<file path="src/rtl/dma_pkg.sv">
// Shared definitions for the single-channel DMA engine: FSM states,
// register indices and CTRL/STATUS bit positions.
package dma_pkg;

  typedef enum logic [2:0] {
    ST_IDLE   = 3'd0,
    ST_RD     = 3'd1,
    ST_RD_GAP = 3'd2,
    ST_WR     = 3'd3,
    ST_WR_GAP = 3'd4,
    ST_DONE   = 3'd5
  } dma_state_e;

  localparam logic [1:0] REG_SRC  = 2'd0;
  localparam logic [1:0] REG_DST  = 2'd1;
  localparam logic [1:0] REG_LEN  = 2'd2;
  localparam logic [1:0] REG_CTRL = 2'd3;

  localparam int CTRL_START = 0;
  localparam int CTRL_ABORT = 1;
  localparam int CTRL_IE    = 2;

  localparam int STAT_BUSY    = 0;
  localparam int STAT_DONE    = 1;
  localparam int STAT_ABORTED = 2;
  localparam int STAT_IE      = 3;
  localparam int STAT_CNT_LSB = 16;

endpackage

</file>
<file path="src/rtl/dma_cfg_regs.sv">
// DMA configuration slave: ack generation, SRC/DST/LEN/IE storage,
// registered read-back and START/ABORT command pulses.
// The IE bit exists only when DMA_IRQ_EN is defined.
module dma_cfg_regs
  import dma_pkg::*;
#(
  parameter int ADDR_W = 16,
  parameter int DATA_W = 32,
  parameter int LEN_W  = 16
) (
  input  logic              clk,
  input  logic              rst,
  input  logic              cfg_stb,
  input  logic              cfg_we,
  input  logic [1:0]        cfg_addr,
  input  logic [DATA_W-1:0] cfg_wdata,
  output logic [DATA_W-1:0] cfg_rdata,
  output logic              cfg_ack,
  input  logic              busy,
  input  logic              done,
  input  logic              aborted,
  input  logic [LEN_W-1:0]  cnt,
  output logic [ADDR_W-1:0] src,
  output logic [ADDR_W-1:0] dst,
  output logic [LEN_W-1:0]  len,
`ifdef DMA_IRQ_EN
  output logic              ie,
`endif
  output logic              start,
  output logic              abort
);

  logic              ack_r;
  logic [DATA_W-1:0] rdata_r;
  logic [ADDR_W-1:0] src_r;
  logic [ADDR_W-1:0] dst_r;
  logic [LEN_W-1:0]  len_r;
  logic              ie_s;
  logic              access_s;
  logic              wr_s;
  logic              ctrl_wr_s;
  logic [DATA_W-1:0] status_s;
  logic [DATA_W-1:0] rd_mux_s;
  logic              unused_wdata;

  // An access is taken when the strobe is seen while no ack is outstanding.
  assign access_s  = cfg_stb & ~ack_r;
  assign wr_s      = access_s & cfg_we;
  assign ctrl_wr_s = wr_s & (cfg_addr == REG_CTRL);
  assign start     = ctrl_wr_s & cfg_wdata[CTRL_START];
  assign abort     = ctrl_wr_s & cfg_wdata[CTRL_ABORT];

  assign cfg_ack   = ack_r;
  assign cfg_rdata = rdata_r;
  assign src       = src_r;
  assign dst       = dst_r;
  assign len       = len_r;
  assign unused_wdata = ^cfg_wdata[DATA_W-1:LEN_W];

`ifdef DMA_IRQ_EN
  logic ie_r;
  assign ie   = ie_r;
  assign ie_s = ie_r;

  // Interrupt enable is stored on every CTRL write, busy or not.
  always_ff @(posedge clk) begin
    if (rst) begin
      ie_r <= 1'b0;
    end else if (ctrl_wr_s) begin
      ie_r <= cfg_wdata[CTRL_IE];
    end else begin
      ie_r <= ie_r;
    end
  end
`else
  assign ie_s = 1'b0;
`endif

  // Assemble the STATUS word from engine state.
  always_comb begin
    status_s                          = '0;
    status_s[STAT_BUSY]               = busy;
    status_s[STAT_DONE]               = done;
    status_s[STAT_ABORTED]            = aborted;
    status_s[STAT_IE]                 = ie_s;
    status_s[STAT_CNT_LSB +: LEN_W]   = cnt;
  end

  // Select the read-back word for the addressed register.
  always_comb begin
    rd_mux_s = '0;
    case (cfg_addr)
      REG_SRC:  rd_mux_s[ADDR_W-1:0] = src_r;
      REG_DST:  rd_mux_s[ADDR_W-1:0] = dst_r;
      REG_LEN:  rd_mux_s[LEN_W-1:0]  = len_r;
      REG_CTRL: rd_mux_s             = status_s;
      default:  rd_mux_s             = '0;
    endcase
  end

  // Ack pulse, registered read data and parameter writes (frozen while busy).
  always_ff @(posedge clk) begin
    if (rst) begin
      ack_r   <= 1'b0;
      rdata_r <= '0;
      src_r   <= '0;
      dst_r   <= '0;
      len_r   <= '0;
    end else begin
      ack_r <= access_s;
      if (access_s) begin
        rdata_r <= rd_mux_s;
      end
      if (wr_s && !busy) begin
        case (cfg_addr)
          REG_SRC: src_r <= cfg_wdata[ADDR_W-1:0];
          REG_DST: dst_r <= cfg_wdata[ADDR_W-1:0];
          REG_LEN: len_r <= cfg_wdata[LEN_W-1:0];
          default: ;
        endcase
      end
    end
  end

endmodule

</file>
<file path="src/rtl/dma_engine.sv">
// Single-channel memory-to-memory DMA master: copies LEN words from SRC
// to DST, one read then one write per word, with a mandatory idle gap
// after each bus phase. Optional completion interrupt: DMA_IRQ_EN.
module dma_engine
  import dma_pkg::*;
#(
  parameter int ADDR_W = 16,
  parameter int DATA_W = 32,
  parameter int LEN_W  = 16
) (
  input  logic              sys_clk,
  input  logic              sys_rst,
  input  logic              cfg_stb_i,
  input  logic              cfg_we_i,
  input  logic [1:0]        cfg_addr_i,
  input  logic [DATA_W-1:0] cfg_data_i,
  output logic [DATA_W-1:0] cfg_data_o,
  output logic              cfg_ack_o,
  output logic              m_wb_stb_o,
  output logic              m_wb_we_o,
  output logic [ADDR_W-1:0] m_wb_addr_o,
  output logic [DATA_W-1:0] m_wb_data_o,
  input  logic              m_wb_ack_i,
`ifdef DMA_IRQ_EN
  output logic              irq_o,
`endif
  input  logic [DATA_W-1:0] m_wb_data_i
);

  dma_state_e        state_r;
  logic [ADDR_W-1:0] src_w_r;
  logic [ADDR_W-1:0] dst_w_r;
  logic [LEN_W-1:0]  cnt_r;
  logic [DATA_W-1:0] buf_r;
  logic              stb_r;
  logic              we_r;
  logic [ADDR_W-1:0] addr_r;
  logic              done_r;
  logic              aborted_r;
  logic              abort_pend_r;

  logic [ADDR_W-1:0] src_s;
  logic [ADDR_W-1:0] dst_s;
  logic [LEN_W-1:0]  len_s;
  logic              start_s;
  logic              abort_s;
  logic              busy_s;
  logic              abort_any_s;
  logic              bus_ack_s;

  assign busy_s      = (state_r != ST_IDLE) && (state_r != ST_DONE);
  assign abort_any_s = abort_s | abort_pend_r;
  assign bus_ack_s   = stb_r & m_wb_ack_i;

  assign m_wb_stb_o  = stb_r;
  assign m_wb_we_o   = we_r;
  assign m_wb_addr_o = addr_r;
  assign m_wb_data_o = buf_r;

`ifdef DMA_IRQ_EN
  logic ie_s;
  logic irq_r;
  assign irq_o = irq_r;

  // Level interrupt that follows the sticky DONE flag gated by IE.
  always_ff @(posedge sys_clk) begin
    if (sys_rst) begin
      irq_r <= 1'b0;
    end else begin
      irq_r <= done_r & ie_s;
    end
  end
`endif

  dma_cfg_regs #(
    .ADDR_W (ADDR_W),
    .DATA_W (DATA_W),
    .LEN_W  (LEN_W)
  ) u_cfg (
    .clk       (sys_clk),
    .rst       (sys_rst),
    .cfg_stb   (cfg_stb_i),
    .cfg_we    (cfg_we_i),
    .cfg_addr  (cfg_addr_i),
    .cfg_wdata (cfg_data_i),
    .cfg_rdata (cfg_data_o),
    .cfg_ack   (cfg_ack_o),
    .busy      (busy_s),
    .done      (done_r),
    .aborted   (aborted_r),
    .cnt       (cnt_r),
    .src       (src_s),
    .dst       (dst_s),
    .len       (len_s),
`ifdef DMA_IRQ_EN
    .ie        (ie_s),
`endif
    .start     (start_s),
    .abort     (abort_s)
  );

  // Transfer FSM; an abort during a bus phase waits for that phase's ack.
  always_ff @(posedge sys_clk) begin
    if (sys_rst) begin
      state_r      <= ST_IDLE;
      src_w_r      <= '0;
      dst_w_r      <= '0;
      cnt_r        <= '0;
      buf_r        <= '0;
      stb_r        <= 1'b0;
      we_r         <= 1'b0;
      addr_r       <= '0;
      done_r       <= 1'b0;
      aborted_r    <= 1'b0;
      abort_pend_r <= 1'b0;
    end else begin
      case (state_r)
        ST_IDLE: begin
          if (start_s) begin
            src_w_r      <= src_s;
            dst_w_r      <= dst_s;
            cnt_r        <= len_s;
            done_r       <= 1'b0;
            aborted_r    <= 1'b0;
            abort_pend_r <= 1'b0;
            we_r         <= 1'b0;
            addr_r       <= src_s;
            if (len_s == '0) begin
              state_r <= ST_DONE;
            end else begin
              state_r <= ST_RD;
              stb_r   <= 1'b1;
            end
          end
        end
        ST_RD: begin
          if (bus_ack_s) begin
            buf_r <= m_wb_data_i;
            stb_r <= 1'b0;
            if (abort_any_s) begin
              state_r      <= ST_IDLE;
              aborted_r    <= 1'b1;
              abort_pend_r <= 1'b0;
            end else begin
              state_r <= ST_RD_GAP;
            end
          end else if (abort_s) begin
            abort_pend_r <= 1'b1;
          end
        end
        ST_RD_GAP: begin
          if (abort_s) begin
            state_r   <= ST_IDLE;
            aborted_r <= 1'b1;
          end else begin
            state_r <= ST_WR;
            stb_r   <= 1'b1;
            we_r    <= 1'b1;
            addr_r  <= dst_w_r;
          end
        end
        ST_WR: begin
          if (bus_ack_s) begin
            stb_r   <= 1'b0;
            we_r    <= 1'b0;
            src_w_r <= src_w_r + ADDR_W'(1);
            dst_w_r <= dst_w_r + ADDR_W'(1);
            cnt_r   <= cnt_r - LEN_W'(1);
            if (abort_any_s) begin
              state_r      <= ST_IDLE;
              aborted_r    <= 1'b1;
              abort_pend_r <= 1'b0;
            end else begin
              state_r <= ST_WR_GAP;
            end
          end else if (abort_s) begin
            abort_pend_r <= 1'b1;
          end
        end
        ST_WR_GAP: begin
          if (abort_s) begin
            state_r   <= ST_IDLE;
            aborted_r <= 1'b1;
          end else if (cnt_r == '0) begin
            state_r <= ST_DONE;
          end else begin
            state_r <= ST_RD;
            stb_r   <= 1'b1;
            addr_r  <= src_w_r;
          end
        end
        ST_DONE: begin
          done_r  <= 1'b1;
          state_r <= ST_IDLE;
        end
        default: begin
          state_r <= ST_IDLE;
          stb_r   <= 1'b0;
          we_r    <= 1'b0;
        end
      endcase
    end
  end

endmodule

</file>
<file path="config.mk">
export PLATFORM = sky130hd
export DESIGN_NAME = dma_engine
export DESIGN_NICKNAME = d
export VERILOG_FILES = /design/src/rtl/dma_pkg.sv /design/src/rtl/dma_cfg_regs.sv /design/src/rtl/dma_engine.sv
export SDC_FILE = /design/constraint.sdc
export NUM_CORES = 1
export LEC_CHECK = 0
export CELL_PAD_IN_SITES_DETAIL_PLACEMENT = 1
export CELL_PAD_IN_SITES_GLOBAL_PLACEMENT = 1
export CORE_UTILIZATION = 40
export CTS_CLUSTER_SIZE = 25
export DETAILED_ROUTE_END_ITERATION = 8
export GPL_TIMING_DRIVEN = 0
export PLACE_DENSITY_LB_ADDON = 0.1
export SYNTH_ARGS = -nofsm -noshare
export SYNTH_HDL_FRONTEND = slang
export SYNTH_HIERARCHICAL = 1
export SYNTH_SLANG_ARGS = --single-unit
</file>
<file path="constraint.sdc">
create_clock -name sys_clk -period 3.21 [get_ports sys_clk]
set_input_delay 0.4815 -clock sys_clk [delete_from_list [all_inputs] [get_ports sys_clk]]
set_output_delay 0.4815 -clock sys_clk [all_outputs]
set_load 0.03 [all_outputs]
</file>
==> results.yml <==
timing:
  fin_hold_ws_ps: 456
  relSlewSlack_pct: 30.4
  fmax_mhz: 325
  rsz0062_at_grt: "no"
  timing.final.crit_share_pct: 95.9
  final.setup.tns_ps: 0
  finClkSkew_ps: 17.8
  drv_slew: 0
  setup_viol: 0
  worst_slew_pin_slew_ps: 1030
  timing.final.hold_violations: 0
  period_minus_slack_ps: 3080
synth:
  synth_edf_count: 0
  seq_area_frac_synth_pct: 41.7
  synth_top_area_cell: "dfxtp_1"
  yosys.area_share.simple_pct: 22.0
  ys_types: 68
  ys_warn_count: 6
  synth_seq_cells: 185
  syn_inst: 1043
  ys.flop_type: "dfxtp_1"
  synth.net_count: 1117
  avgSynthCellArea_um2: 8.52
  yosysMostFrequentCell: "dfxtp_1"
  ys_async_sr_fraction_pct: 0
  synth_compound_area_share_pct: 22.8
  muxShareOfSynthArea_pct: 7.63
  yosysTopAreaCellShare_pct: 41.7
  synth_xor_area_share_pct: 0
  synth_fa_ha_area_share_pct: 0.422
  yosys-top-cells-count: "dfxtp_1 (185), nand2_1 (129), a21oi_1 (94), nand2b_1 (70), nor2_1 (68)"
  synth_top_family_by_area: "compound AO/OA/AOI/OAI gates"
  synth.area.top_cells: "dfxtp_1 (42%), mux2i_1 (6.9%), nand2_1 (5.4%), a21oi_1 (5.3%), nand2b_1 (4.9%)"
  netlist_area_um2: 8890
cells_and_area:
  nets: 1275
  multi_input_area_um2: 4710
  drive_gt1_share_pct: 7.58
  antennaDiodeCount: 0
  syn2layout_area_growth_pct: 26.5
  n_fill_cell: 2605
  seq_area_um2: 3700
clock_tree:
  numCtsBuffers: 17
  clk_latency_ps: 460
  cts_sinks: 185
  clk_pin_slew_worst_paths_ps: 70
  cts_tree: "built"
  cts_max_level: 4
  clockRootBuffer: "clkbuf_16"
  clock_path_buffers: 2
placement:
  place.gp.congestion: 0.973
  hpwlAfterDp_mm: 24.7
  port_buffers: 136
global_route:
  grt_pass1_wl_mm: 51.0
  gr-usage-all-layers_pct: 30.0
  overflow: 0
  grt_pass1_vias: 8805
  antenna_found_initial: 0
  grt_start_max_net_pins: 20
floorplanning:
  num_rows: 54
  die-width_um: 151
  die_h_um: 151
  floorplan.initialDensity_pct: 40.7
  core_um2: 21800
  die-area_um2: 22800
  io-pin-count: 154
worst_hold_path:
  worstHoldPathType: "reg2reg"
setup_path:
  r2r_setup_slack_ps: 420
  start_kind: "input pin"
  arrival_ps: 3370
  path_class: "in2reg"
  worstPathRequired_ps: 3510
  crit_fanout: 10
  critPathCaptureType: "flop"
detailed_routing:
  dr.pass1.iters: 5
  route.detailed.wl_per_inst_um: 22.5
  vias: 8852
  first_iter_violations: 616
  wirelength_mm: 33.6
  drc: 0
  vias_per_cell: 5.93
  ant_nets: 0
power:
  power_density_nw_per_um2: 492
  finalPower_mw: 5.54
  p_leak_nw: 3.95
  vdd_drop_max_mv: 0.375
run:
  maxCapViolCount: 0
status:
  run_status: "complete, no violations"
[where the power goes]
group          total [mW]  internal [mW]  switching [mW]
Clock                2.19           1.12            1.07
Combinational       0.894          0.378           0.516
Sequential           2.45           2.38          0.0722
[critical path: stages]
cell	delay (ps)
clkdlybuf4s50_1	500
buf_4	210
and4b_1	210
clkbuf_4	200
and3_2	270
or3b_1	430
a21o_1	210
clkbuf_1	220
clkbuf_2	320
o21ai_0	220
a21oi_1	90
[layout make-up]
| class | instances | area share [%] |
|---|---|---|
| Timing Repair Buffer | 139 | 12.3 |
| Buffer | 90 | 3.94 |
| Tap cell | 280 | 3.12 |
| Clock buffer | 17 | 3.78 |
| Sequential cell | 185 | 32.9 |
| Clock inverter | 15 | 1.57 |
| Inverter | 14 | 0.467 |
| Multi-Input combinational cell | 754 | 41.9 |
[logic make-up (layout without fill, tap and decap cells)]
family,Yosys count,in the layout
compound gates,297,297
fa+ha+maj,3,3
buf+inv,104,275
flops,185,185
mux,64,64
simple gates,390,390
[stage by stage]
stage                     std cells  worst slack (ps)  util, %  area (µm²)
final                          1494               132     51.5       11200
after global routing           1494              16.4     51.5       11200
after detailed placement       1459              -894     48.6       10600
after CTS                      1494              2.02     51.5       11200
after global placement         1459              -871     48.6       10600
after floorplan                1043               507        -        8890
[cell usage in the layout, fill, tap and decap left out, types with 13 or more instances in the layout]
cell             Yosys  layout
dfxtp_1            185     185
clkdlybuf4s50_1      0     136
nand2_1            129     129
a21oi_1             94      93
nand2b_1            70      70
nor2_1              68      67
clkbuf_1            67      61
mux2i_1             61      61
o21ai_0             49      49
a22oi_1             38      38
nand3_1             32      32
a211oi_1            21      21
a2bb2oi_1           17      17
clkbuf_16            0      17
nor3_1              16      16
inv_1               13      13
[what timing repair did]
action / in CTS / in global routing
resized for setup: 3 / 14
endpoints found under the setup margin: 16 / 43
cloned: 0 / 0
buffers inserted: 3 / 0
hold buffers: 0 / 0
pin swaps: 1 / 0
[per-layer routing]
layer  vias up  routed length, µm  track usage [%]
li1       4085                  -                -
met1      4334              15100             41.1
met2       361              14900             46.5
met3        70               2590             5.54
met4         2                970             10.9
met5         -                 53             1.82
[state kept, by name, summed over array words and instances (netlist names)]
register and flops:
m_wb_data_o 32, m_wb_stb_o 1, state_r 3, done_r 1, u_cfg/src 16, aborted_r 1
cnt_r 16, u_cfg/cfg_rdata 32, dst_w_r 16, u_cfg/len 16, m_wb_addr_o 16, m_wb_we_o 1
abort_pend_r 1, u_cfg/dst 16, u_cfg/cfg_ack 1, src_w_r 16
[final timing paths]
kind / start / end / cells past startpoint
worst max-delay path: cfg_addr_i[0] / src_w_r[6] / 11
worst max register to register: u_cfg/cfg_ack / m_wb_addr_o[12] / 9
worst min-delay path: m_wb_data_o[29] / m_wb_data_o[29] / 2
worst min register to register: m_wb_data_o[29] / m_wb_data_o[29] / 2
(Power assumes the default switching activity.)
